**config.mk**
```make
export PLATFORM = sky130hd
export DESIGN_NAME = mp_fifo
export DESIGN_NICKNAME = d
export VERILOG_FILES = /design/src/rtl/mp_fifo_pkg.sv /design/src/rtl/mp_fifo_regfile.sv /design/src/rtl/mp_fifo.sv
export SDC_FILE = /design/constraint.sdc
export NUM_CORES = 1
export LEC_CHECK = 0
export ABC_AREA = 1
export CORE_ASPECT_RATIO = 1.75
export CORE_MARGIN = 1.5
export CORE_UTILIZATION = 55
export DETAILED_ROUTE_END_ITERATION = 8
export PLACE_DENSITY_LB_ADDON = 0.12
export SLEW_MARGIN = 30
export SYNTH_ARGS = -nofsm -noshare
export SYNTH_HDL_FRONTEND = slang
export SYNTH_HIERARCHICAL = 1
export SYNTH_SLANG_ARGS = --single-unit
```
**constraint.sdc**
```tcl
create_clock -name clk -period 3.2 [get_ports clk]
set_input_delay 0.8 -clock clk [delete_from_list [all_inputs] [get_ports clk]]
set_output_delay 0.8 -clock clk [all_outputs]
set_load 0.005 [all_outputs]
```
**src/rtl/mp_fifo_pkg.sv**
```systemverilog
// Shared types and helper functions for the multi-port FIFO.
package mp_fifo_pkg;

  // Widest lane vector supported by the helpers (both port counts are 1..4)
  localparam int MAX_LANES = 4;

  typedef logic [MAX_LANES-1:0] lane_vec_t;
  typedef logic [2:0]           lane_cnt_t;

  // Pointer width: one extra bit above the address so full and empty differ
  function automatic int ptr_w(input int depth);
    return $clog2(depth) + 1;
  endfunction

  // Number of set bits in a lane vector
  function automatic lane_cnt_t popcount(input lane_vec_t v);
    lane_cnt_t c;
    c = '0;
    for (int i = 0; i < MAX_LANES; i++) begin
      c = c + lane_cnt_t'(v[i]);
    end
    return c;
  endfunction

  // Length of the unbroken run of set bits starting at bit 0
  function automatic lane_cnt_t thermo_prefix_len(input lane_vec_t v);
    lane_cnt_t c;
    logic      run;
    c   = '0;
    run = 1'b1;
    for (int i = 0; i < MAX_LANES; i++) begin
      run = run & v[i];
      c   = c + lane_cnt_t'(run);
    end
    return c;
  endfunction

endpackage

```
**src/rtl/mp_fifo_regfile.sv**
```systemverilog
// FIFO storage: multi-write-port register array with combinational reads.
// Write addresses within one cycle are distinct, so no collision handling.
module mp_fifo_regfile
  import mp_fifo_pkg::*;
#(
  parameter int DATA_WIDTH   = 8,
  parameter int DEPTH        = 16,
  parameter int NUM_WR_PORTS = 2,
  parameter int NUM_RD_PORTS = 2
) (
  input  logic                                  clk,
  input  logic [NUM_WR_PORTS-1:0]               we,
  input  logic [NUM_WR_PORTS*$clog2(DEPTH)-1:0] waddr,
  input  logic [NUM_WR_PORTS*DATA_WIDTH-1:0]    wdata,
  input  logic [NUM_RD_PORTS*$clog2(DEPTH)-1:0] raddr,
  output logic [NUM_RD_PORTS*DATA_WIDTH-1:0]    rdata
);

  localparam int AW = $clog2(DEPTH);

  logic [DATA_WIDTH-1:0] mem [DEPTH];

  // Store every enabled write lane into its slot (contents are never reset)
  always_ff @(posedge clk) begin
    for (int k = 0; k < NUM_WR_PORTS; k++) begin
      if (we[k]) begin
        mem[waddr[k*AW +: AW]] <= wdata[k*DATA_WIDTH +: DATA_WIDTH];
      end
    end
  end

  // Combinational read of each lane's addressed slot
  always_comb begin
    rdata = '0;
    for (int j = 0; j < NUM_RD_PORTS; j++) begin
      rdata[j*DATA_WIDTH +: DATA_WIDTH] = mem[raddr[j*AW +: AW]];
    end
  end

endmodule

```
**src/rtl/mp_fifo.sv**
```systemverilog
// Multi-port synchronous FIFO with lane compaction, FWFT reads, occupancy
// flags, synchronous flush and sticky overflow/underflow flags.
module mp_fifo
  import mp_fifo_pkg::*;
#(
  parameter int DATA_WIDTH   = 8,
  parameter int DEPTH        = 16,
  parameter int NUM_WR_PORTS = 2,
  parameter int NUM_RD_PORTS = 2,
  parameter int AF_THRESH    = DEPTH - 4,
  parameter int AE_THRESH    = 2
) (
  input  logic                               clk,
  input  logic                               rst,
  input  logic                               flush,
  input  logic [NUM_WR_PORTS-1:0]            wr_en,
  input  logic [NUM_WR_PORTS*DATA_WIDTH-1:0] wr_data,
  output logic [NUM_WR_PORTS-1:0]            wr_ack,
  input  logic [NUM_RD_PORTS-1:0]            rd_en,
  output logic [NUM_RD_PORTS-1:0]            rd_valid,
  output logic [NUM_RD_PORTS*DATA_WIDTH-1:0] rd_data,
  output logic [$clog2(DEPTH):0]             count,
  output logic                               full,
  output logic                               empty,
  output logic                               almost_full,
  output logic                               almost_empty,
  output logic                               overflow,
  output logic                               underflow
);

  localparam int PW = ptr_w(DEPTH);
  localparam int AW = $clog2(DEPTH);

  localparam logic [PW-1:0] DEPTH_C = PW'(DEPTH);
  localparam logic [PW-1:0] AF_C    = PW'(AF_THRESH);
  localparam logic [PW-1:0] AE_C    = PW'(AE_THRESH);

  logic [PW-1:0]                wr_ptr;
  logic [PW-1:0]                rd_ptr;
  logic [PW-1:0]                count_q;
  logic [PW-1:0]                free_slots;
  logic [PW-1:0]                wr_rank;
  logic [NUM_WR_PORTS*AW-1:0]   wr_addr;
  logic [NUM_RD_PORTS*AW-1:0]   rd_addr;
  logic [NUM_RD_PORTS-1:0]      pop_mask;
  lane_vec_t                    ack_vec;
  lane_vec_t                    pop_req;
  lane_cnt_t                    n_wr;
  lane_cnt_t                    n_rd;
  logic                         ovf_ev;
  logic                         udf_ev;

  // Space is judged on the registered count only: same-cycle pops do not help
  assign free_slots = DEPTH_C - count_q;

  // Write compaction: each requesting lane takes the next free slot in lane order.
  // Acks are held low in reset so no write can land while rst is asserted.
  always_comb begin
    wr_rank = '0;
    wr_ack  = '0;
    wr_addr = '0;
    for (int k = 0; k < NUM_WR_PORTS; k++) begin
      wr_ack[k] = rst && !flush && wr_en[k] && (wr_rank < free_slots);
      wr_addr[k*AW +: AW] = wr_ptr[AW-1:0] + wr_rank[AW-1:0];
      wr_rank = wr_rank + PW'(wr_en[k]);
    end
  end

  // Read lanes present entries head+j; a lane is valid while count exceeds its index
  always_comb begin
    rd_valid = '0;
    rd_addr  = '0;
    pop_req  = '0;
    for (int j = 0; j < NUM_RD_PORTS; j++) begin
      rd_valid[j] = count_q > PW'(j);
      rd_addr[j*AW +: AW] = rd_ptr[AW-1:0] + AW'(j);
      pop_req[j] = rd_en[j] && rd_valid[j];
    end
  end

  assign n_rd = flush ? '0 : thermo_prefix_len(pop_req);

  // Lanes actually popped this cycle (the thermometer prefix)
  always_comb begin
    pop_mask = '0;
    for (int j = 0; j < NUM_RD_PORTS; j++) begin
      pop_mask[j] = lane_cnt_t'(j) < n_rd;
    end
  end

  // Widen the ack vector to the helper's lane width before counting
  always_comb begin
    ack_vec = '0;
    ack_vec[NUM_WR_PORTS-1:0] = wr_ack;
  end

  assign n_wr   = popcount(ack_vec);
  assign ovf_ev = |(wr_en & ~wr_ack);
  assign udf_ev = |(rd_en & ~pop_mask);

  // Pointers and occupancy; flush empties the FIFO and discards this cycle's traffic
  always_ff @(posedge clk or negedge rst) begin
    if (!rst) begin
      wr_ptr  <= '0;
      rd_ptr  <= '0;
      count_q <= '0;
    end else if (flush) begin
      wr_ptr  <= '0;
      rd_ptr  <= '0;
      count_q <= '0;
    end else begin
      wr_ptr  <= wr_ptr + PW'(n_wr);
      rd_ptr  <= rd_ptr + PW'(n_rd);
      count_q <= count_q + PW'(n_wr) - PW'(n_rd);
    end
  end

  // Sticky error flags, cleared only by reset (flush leaves them alone)
  always_ff @(posedge clk or negedge rst) begin
    if (!rst) begin
      overflow  <= 1'b0;
      underflow <= 1'b0;
    end else begin
      if (ovf_ev) overflow  <= 1'b1;
      if (udf_ev) underflow <= 1'b1;
    end
  end

  assign count        = count_q;
  assign full         = (count_q == DEPTH_C);
  assign empty        = (count_q == '0);
  assign almost_full  = (count_q >= AF_C);
  assign almost_empty = (count_q <= AE_C);

  mp_fifo_regfile #(
    .DATA_WIDTH  (DATA_WIDTH),
    .DEPTH       (DEPTH),
    .NUM_WR_PORTS(NUM_WR_PORTS),
    .NUM_RD_PORTS(NUM_RD_PORTS)
  ) u_regfile (
    .clk  (clk),
    .we   (wr_ack),
    .waddr(wr_addr),
    .wdata(wr_data),
    .raddr(rd_addr),
    .rdata(rd_data)
  );

endmodule

```
-- Word level (Yosys, flattened, before mapping)
Memories as Yosys holds them, arrays and structs flattened.
Cells that the tools add are included.
- bitwise gates (word level): 5
- eq/ne operators: 1
- mux-type cells: 8
- reductions and logical operators: 11
- $lt $le $gt $ge: 8
- $add $sub $neg: 9
- operator list (kind ; number):
    adder 5 x 2 -> 5 bit ; 3
    two-way mux 5 bit ; 3
    > comparator 5 x 1 -> 1 bit, second input constant ; 2
    logical AND 1 bit ; 7
    == test 5 bit, second input constant ; 1
    greater-or-equal comparator 5 x 4 -> 1 bit, second input constant ; 1
    <= comparator 5 x 2 -> 1 bit, second input constant ; 1
    zero test 5 bit ; 1
    less-than comparator 1 x 5 -> 1 bit ; 1
    less-than comparator 1 x 5 -> 1 bit, first input constant ; 1
    subtractor 5 x 2 -> 5 bit ; 1
    subtractor 5 bit, first input constant ; 1
    adder 1 x 1 -> 2 bit ; 2
    adder 4 x 1 -> 4 bit ; 1
    adder 4 x 1 -> 4 bit, second input constant ; 1
    bitwise AND 2 bit ; 2
    less-than comparator 1 x 2 -> 1 bit, first input constant ; 2
    two-way mux 1 bit ; 4
    NOT 2 bit ; 2
    OR reduction 2 bit ; 2
    two-way mux 2 bit ; 1
    bitwise AND 1 bit ; 1
    zero test 1 bit ; 1
- input bits: 23
- memory bits (writable): 128
- word-level logic and storage cells: 48
- bits in registers: 17
- memories kept: 1
- output and inout bits: 31
- memories (memory ; depth ; bits a word ; read ports ; clocked after memory_dff ; wr ports ; line ; text):
    u_regfile.mem ; 16 ; 8 ; 2 ; 0 ; 2 ; mp_fifo_regfile.sv:21 ; logic [DATA_WIDTH-1:0] mem [DEPTH];

-- Logic depth before layout (Yosys ltp)
Gate-level depths: netlist (run 1).
- depth after elaboration: 9
- depth in mapped cells: 21
- mapped depth without buffers: 21

-- Hierarchy
The synthesis (run 1) kept the hierarchy.
- by module, submodules not included (module ; area an instance (um^2) ; times used ; cells an instance):
    mp_fifo_regfile ; 8325.5 ; 1 ; 1178
    mp_fifo ; 1261.2 ; 1 ; 149

-- Worst setup path after synthesis (run 1)
OpenSTA, ideal clock, no wires.
- path kind: reg2reg
- start: register count_q[2] (netlist: count[2])
- end: register count_q[4] (netlist: count[4])
- setup time: 0.077 ns
- setup slack: -0.093 ns
- stages on the path, launching flop included: 21
- data arrival time: 3.215 ns
- path buffers: 0
- cells stage by stage: dfrtp_1 -> inv_1 -> ha_1 -> nand2_1 -> inv_1 -> ha_1 -> nand2_1 -> nor2_2 -> nand4_1 -> nand2_1 -> inv_1 -> ha_1 -> inv_1 -> fa_1 -> inv_1 -> fa_1 -> a21oi_1 -> nor2_1 -> nor2_1 -> o21ai_0 -> a21oi_1
- cells in the longest elaborated chain, start to end: 7
- RTL lines (item ; line ; text):
    from (decl) ; mp_fifo.sv:40 ; logic [PW-1:0] count_q;
    from (signal assigned) ; mp_fifo.sv:114 ; count_q <= count_q + PW'(n_wr) - PW'(n_rd);
    subtractor 5 bit ; mp_fifo.sv:54 ; assign free_slots = DEPTH_C - count_q;
    less-than comparator 1 x 5 -> 1 bit ; mp_fifo.sv:63 ; wr_ack[k] = rst && !flush && wr_en[k] && (wr_rank < free_slots);
    logical AND 1 bit ; mp_fifo.sv:63 ;
    via wr_ack[0] ; mp_fifo.sv:18 ; output logic [NUM_WR_PORTS-1:0] wr_ack,
    adder 1 x 1 -> 2 bit ; mp_fifo_pkg.sv:20 ; c = c + lane_cnt_t'(v[i]);
    adder 5 x 2 -> 5 bit ; mp_fifo.sv:114 ;
    subtractor 5 x 2 -> 5 bit ; mp_fifo.sv:114 ;
    two-way mux 5 bit ; mp_fifo.sv:107 ; end else if (flush) begin
The timed path passes the listed nets, and every way through them passes these cells.
A chain may end at the register's enable or synchronous reset.

-- Worst setup path in the final report (run 1)
- start: register rd_ptr[0]
- end: output port rd_data[14]
- cells in the longest elaborated chain, start to end: 2
- RTL lines (item ; line ; text):
    from (decl) ; mp_fifo.sv:39 ; logic [PW-1:0] rd_ptr;
    from (signal assigned) ; mp_fifo.sv:113 ; rd_ptr <= rd_ptr + PW'(n_rd);
    adder 4 x 1 -> 4 bit ; mp_fifo.sv:76 ; rd_addr[j*AW +: AW] = rd_ptr[AW-1:0] + AW'(j);
    via rd_addr[6] ; mp_fifo.sv:44 ; logic [NUM_RD_PORTS*AW-1:0] rd_addr;
    memory read (16 x 8 bit) ; - ;
    to (decl) ; mp_fifo.sv:21 ; output logic [NUM_RD_PORTS*DATA_WIDTH-1:0] rd_data,
The timed path passes the listed nets, and every way through them passes these cells.

==> results of run 1 <==
## worst reg2reg max path, delay by kind of cell, from the launching register on
family / cells / cell delay (ps)
flops: 1 / 380
compound gates: 3 / 330
simple gates: 7 / 560
buf+inv: 5 / 280
fa+ha+maj: 6 / 1470
## per-layer routing
layer  global-route usage  wire (um)  up-vias
met2                0.626      16700      615
li1                     -          -     4506
met4                0.227       2220        0
met5                    0          0        -
met3               0.0618       3180      159
met1                0.423      11300     4403
## final cells by class
class / count / area share
multi-input combinational: 902 / 0.374
sequential: 143 / 0.348
timing repair buffer: 167 / 0.143
inverter: 201 / 0.0652
clock buffer: 17 / 0.0350
tap: 227 / 0.0234
clock inverter: 15 / 0.0113
## worst paths after layout
path | startpoint | endpoint | cells past startpoint
worst max-delay path | rd_ptr[0]$_DFF_PN0_ | rd_data[14] | 8
max in group asynchronous | rst | rd_ptr[0]$_DFF_PN0_ | 2
worst max register to register | count[1]$_DFF_PN0_ | count[4]$_DFF_PN0_ | 21
worst min register to register | overflow$_DFFE_PN0P_ | overflow$_DFFE_PN0P_ | 2
min in group asynchronous | rst | count[1]$_DFF_PN0_ | 2
worst min-delay path | overflow$_DFFE_PN0P_ | overflow$_DFFE_PN0P_ | 2
## logic make-up after synthesis
family,share of synthesized area
AOI/OAI and AO/OA,0.0857
xor gates and xnor gates,0.00640
adders and majority gates,0.0371
buffers and inverters,0.115
DFF,0.440
and+or+nand+nor,0.316
## timing repair
item                                    CTS  global route
pin swaps                                 2            15
setup buffers                            20             6
endpoints found under the setup margin   18            19
cloned                                    2             5
resized for setup                        47            61
## power by group through the flow
stage	clock [mW]	combinational, mW	sequential (mW)
final	1.92	3.48	2.18
after CTS	1.93	3.09	2.17
after floorplan	0	1.63	2.21
after global placement	0	2.84	2.20
after detailed placement	0	2.88	2.21
after global routing	2.00	3.75	2.18
## through the flow
| stage | setup slack [ps] | cell area (um^2) |
|---|---|---|
| 2_1_floorplan | 41.2 | 9590 |
| 3_3_place_gp | -205 | 10800 |
| 3_5_place_dp | -260 | 10800 |
| 4_1_cts | -41.1 | 11700 |
| 5_1_grt | -101 | 12100 |
| 6_report | -40.8 | 12100 |
## state kept, by name, indices dropped and copies added (netlist names)
signal,flops
u_regfile/mem,128
wr_ptr,4
overflow,1
rd_ptr,4
count,5
underflow,1
## synthesized netlist by cell type, types with 2 or more instances
cell,instances
a21oi_1,6
buf_1,4
buf_2,14
buf_4,2
clkbuf_1,49
clkbuf_2,12
dfrtp_1,15
edfxtp_1,128
fa_1,4
ha_1,22
inv_1,196
inv_2,5
nand2_1,442
nand2_2,3
nand3_1,234
nand4_1,2
nor2_1,19
nor2_2,2
nor2_4,2
nor3_2,3
o21ai_0,141
o21ai_1,6
o22ai_1,2
xnor2_1,3
xor2_1,4
==> metrics.md, run 1 <==
| Metric | Value |
|---|---|
| Violated checks | setup timing |
| Max Cap Viol | 0 |
| Critical path's top delay family | buffers and inverters |
| Net switching power | 2.92 mW |
| Largest net degree at the start of global routing | 34 |
| Power density cells | 624 nW/um^2 |
| Max-slew violation count | 0 |
| Post-synthesis sequential area ratio | 0.440 |
| Placed Cells | 1,609 |
| Sw frac | 0.385 |
| Post-synth net total | 1,376 |
| RSZ-0062 raised after global routing | yes |
| Startpoint types | flop |
| Core area | 17,000 um^2 |
| Peak supply drop | 541 uV |
| GRT Resource Usage Total | 0.368 |
| DR iter-0 viols | 1,135 |
| I/O Buffers | 53 |
| CTS root buf | clkbuf_16 |
| Main synth FF type | edfxtp_1 |
| Layout cells sized above 1 | 0.154 |
| Syn Area/Cell | 7.22 um^2 |
| Antenna violations before repair | 0 |
| Clock Power Share | 0.254 |
| Arrival time of the worst setup path | 2440 ps |
| CP max stage delay | 520 ps |
| TritonCTS Buffers | 17 |
| Setup slack after layout | -40.8 ps |
| Io pins | 54 |
| Hold WS | 495 ps |
| Setup Crit Path Kind | reg2out |
| Avg WL per Cell | 20.0 um |
| GRT Residual Overflow | 0 |
| Detailed placer's ending HPWL | 21.8 mm |
| Post-synth top area cell | edfxtp_1 |
| Most common cell after layout, fill and taps aside | nand2_1 |
| Flop-to-flop setup slack | 120 ps |
| Cells after Synth | 1,327 |
| Final ANT Viol Nets | 0 |
| CP Capture Type | primary output |
| EDFF count, synth | 128 |
| TritonCTS clock tree | done |
| Ys Warns | 6 |
| Slowest-stage cell, CP | dfrtp_2 |
| Worst slew pin tran | 976 ps |
| Worst relative slew slack | 0.347 |
| Crit path buf inv count | 3 |
| Tot Pwr | 7.58 mW |
| Status | finished, violations left |
| CP Data Required Time | 2400 ps |
| Count of unique library cells instantiated by Yosys | 32 |
| Fin util | 0.713 |
| H-tree depth | 4 |
| Worst-path maximum fanout | 14 |
| DIE AREA | 18,300 um^2 |
| Die Y | 178 um |
| Post-Syn Area | 9590 um^2 |
| Via density | 5.79 |
| Sequential share of power | 0.287 |
| Register area | 4220 um^2 |
| Commonest non-fill, non-tap cells in the layout | 437 x nand2_1, 205 x nand3_1, 186 x inv_1 |
| Sink Count | 143 |
| N_diodes | 0 |
| Drt drc | 0 |
| Clock buffer depth | 2 |
| Fillers | 1,421 |
| Setup TNS | -67.9 ps |
| Internal power | 4.66 mW |
| Worst-path clk slew | 60 ps |
| Async set-reset flop share out of synthesis | 0.105 |
| Via count | 9,683 |
| Yosys top cell area share | 0.401 |
| Cells along the critical path | ha_4 > xor2_4 > inv_2 > buf_8 > nand3_1 > nand3_2 > nand2_1 > clkdlybuf4s50_1 |
| Starting density of the core | 0.563 |
| Vias in the first global route | 8,996 |
| Leakage power | 5.69 nW |
| Worst Hold Class | reg2reg |
| Comb power frac | 0.459 |
| Clock Latency Late Sink | 430 ps |
| Area Growth Syn to Fin | 26.6% |
| Final setup violating endpoints | 2 |
| Final Wtd Congestion | 0.975 |
| CTS Hold Buffers Added | 0 |
| Rows | 63 |
| DRT Pass-1 Iters | 7 |
| Final nets | 1,481 |
| Top cells by area, synth | edfxtp_1 40%, nand2_1 17%, nand3_1 12% |
| First-pass GRT wire length | 48.8 mm |
| Final WL | 33.4 mm |
| Multi-input logic area | 4540 um^2 |
| Clock Skew | 9.77 ps |
| Fin crit period | 3240 ps |
| Synth Register Bits | 143 |
| Fin. Hold Viols | 0 |
| Fmax | 0.309 GHz |
| Period utilization | 1.01 |
| Die W | 103 um |
| Non-filler cells in the finished layout | 1,672 |
Power figures use the tool's default switching activity.
==> inputs of run 2 (changes only) <==
CORE_ASPECT_RATIO = 0.5   (was 1.75)
==> metrics.md, run 2 (synthesized netlist as in run 1, its figures left out) <==
| Metric | Value |
|---|---|
| Status | finished clean |
| Fillers | 1,319 (-7.2%) |
| TritonCTS clock tree | done |
| Layout cells sized above 1 | 0.155 (+0.000906) |
| Worst-path clk slew | 60 ps (about the same) |
| Detailed placer's ending HPWL | 21.7 mm (-0.30%) |
| Core area | 16,700 um^2 (-1.8%) |
| I/O Buffers | 53 (unchanged) |
| First-pass GRT wire length | 49.8 mm (+2.1%) |
| Die Y | 96.4 um (-46%) |
| Post-route cell area | 12,200 um^2 (+0.12%) |
| Max Cap Viol | 0 (unchanged) |
| Worst-path maximum fanout | 18 (+4) |
| Commonest non-fill, non-tap cells in the layout | 437 x nand2_1, 207 x nand3_1, 182 x inv_1 |
| Via count | 9,975 (+3.0%) |
| Max reg flops | 128 (unchanged) |
| Period utilization | 0.994 (-0.0184) |
| Via density | 5.97 (+3.1%) |
| RSZ-0062 raised after global routing | yes |
| Min-delay src | underflow$_DFFE_PN0P_ |
| Leakage power | 5.67 nW (-0.48%) |
| Final nets | 1,481 (unchanged) |
| Setup Crit Path Kind | reg2out |
| Area of placed instances | 10,800 um^2 (-0.19%) |
| Rows | 33 (-48%) |
| GRT Residual Overflow | 0 (unchanged) |
| CTS root buf | clkbuf_16 |
| H-tree depth | 4 (unchanged) |
| Final setup violating endpoints | 0 (-2) |
| Sink Count | 143 (unchanged) |
| Worst slew pin tran | 867 ps (-109 ps) |
| Area Growth Syn to Fin | 26.8% |
| Final Wtd Congestion | 0.963 (-1.2%) |
| N_diodes | 0 (unchanged) |
| CP Data Required Time | 2400 ps (about the same) |
| Largest net degree at the start of global routing | 40 (+18%) |
| DR iter-0 viols | 1,647 (+45%) |
| Final WL | 34.6 mm (+3.5%) |
| CP Capture Type | primary output |
| Pre-CTS setup slack | -233 ps (+27.3 ps) |
| Final ANT Viol Nets | 0 (unchanged) |
| Worst relative slew slack | 0.420 (+0.0729) |
| Clock Latency Late Sink | 430 ps (about the same) |
| Max-slew violation count | 0 (unchanged) |
| Starting density of the core | 0.573 (+0.0102) |
| DIE AREA | 18,300 um^2 (about the same) |
| TritonCTS Buffers | 17 (unchanged) |
| Clock buffer depth | 2 (unchanged) |
| Worst R2R Start | count[3]$_DFF_PN0_ |
| Fin crit period | 3180 ps (-58.9 ps) |
| Worst Hold Class | reg2reg |
| Most common cell after layout, fill and taps aside | nand2_1 |
| Avg WL per Cell | 20.7 um (+3.6%) |
| Fin. Hold Viols | 0 (unchanged) |
| CP startpoint | rd_ptr[1]$_DFF_PN0_ |
| Vias in the first global route | 9,162 (+1.8%) |
| Hold depth | 2 (unchanged) |
| Setup slack after layout | 18.1 ps (+58.9 ps) |
| Antenna violations before repair | 0 (unchanged) |
| Die W | 190 um (+85%) |
| Power density cells | 638 nW/um^2 (+2.3%) |
| Drt drc | 0 (unchanged) |
| Arrival time of the worst setup path | 2380 ps (-60 ps) |
| GRT Resource Usage Total | 0.369 (+0.00111) |
| Flop-to-flop setup slack | 110 ps (about the same) |
| Peak supply drop | 508 uV (-6.1%) |
| Io pins | 54 (unchanged) |
| Fmax | 0.314 GHz (+1.9%) |
| Reg2reg end | count[2]$_DFF_PN0_ |
| Hold endpoint | underflow$_DFFE_PN0P_ |
| Startpoint types | flop |
| Clock Skew | 11.4 ps (+1.61 ps) |
| R2R depth | 20 (-4.8%) |
| DRT Pass-1 Iters | 8 (+1) |
-- run 2: how the worst max path moves through the flow --
stage                                 to  cells past startpoint
global placement      count[4]$_DFF_PN0_                     15
detailed placement    count[4]$_DFF_PN0_                     17
CTS                 overflow$_DFFE_PN0P_                     26
floorplan             count[4]$_DFF_PN0_                     21
finish                        rd_data[6]                      8
global route          count[4]$_DFF_PN0_                     21
-- run 2: final cells by class --
class	instances	area [um^2]	share of cell area
sequential	143	4220	0.348
multi-input combinational	902	4540	0.373
timing repair buffer	167	1760	0.145
clock inverter	13	141	0.0116
inverter	201	788	0.0648
clock buffer	17	425	0.0350
tap	227	284	0.0234
-- run 2: critical path: stages (launching register included) --
cell             delay, ps
dfrtp_2                450
buf_12                 180
inv_4                  120
buf_12                 170
nand3_1                 90
nand3_1                120
nand3_1                210
nand2_1                110
clkdlybuf4s50_1        500
-- run 2: metal layers --
layer	up-vias	wire [um]	GRT usage	share of wire
met5	-	0	0	0
met4	0	1430	0.155	0.041
met3	147	5040	0.0835	0.15
met2	818	15000	0.598	0.43
met1	4504	13100	0.482	0.38
li1	4506	-	-	-
-- run 2: per-stage QoR --
step	util	power (mW)	std cells	hold slack (ps)	TNS, ps
floorplan	-	3.84	1327	472	0
global placement	0.645	4.97	1608	467	-179
detailed placement	0.645	5.02	1608	469	-397
CTS	0.695	7.16	1658	498	-123
global route	0.727	8.10	1670	546	-170
finish	0.727	7.76	1670	501	0
-- run 2: report_power, final --
| group | switching (mW) | internal, mW | leakage [nW] |
|---|---|---|---|
| Sequential | 0.0535 | 2.12 | 1.34 |
| Combinational | 2.02 | 1.61 | 4.07 |
| Clock | 0.824 | 1.14 | 0.261 |
-- run 2: what timing repair did --
action | in CTS | in global routing
setup endpoints to repair | 19 | 22
hold buffers | 0 | 0
setup buffers | 19 | 6
gates resized for setup | 28 | 75
cloned | 1 | 8
pin swaps | 5 | 21
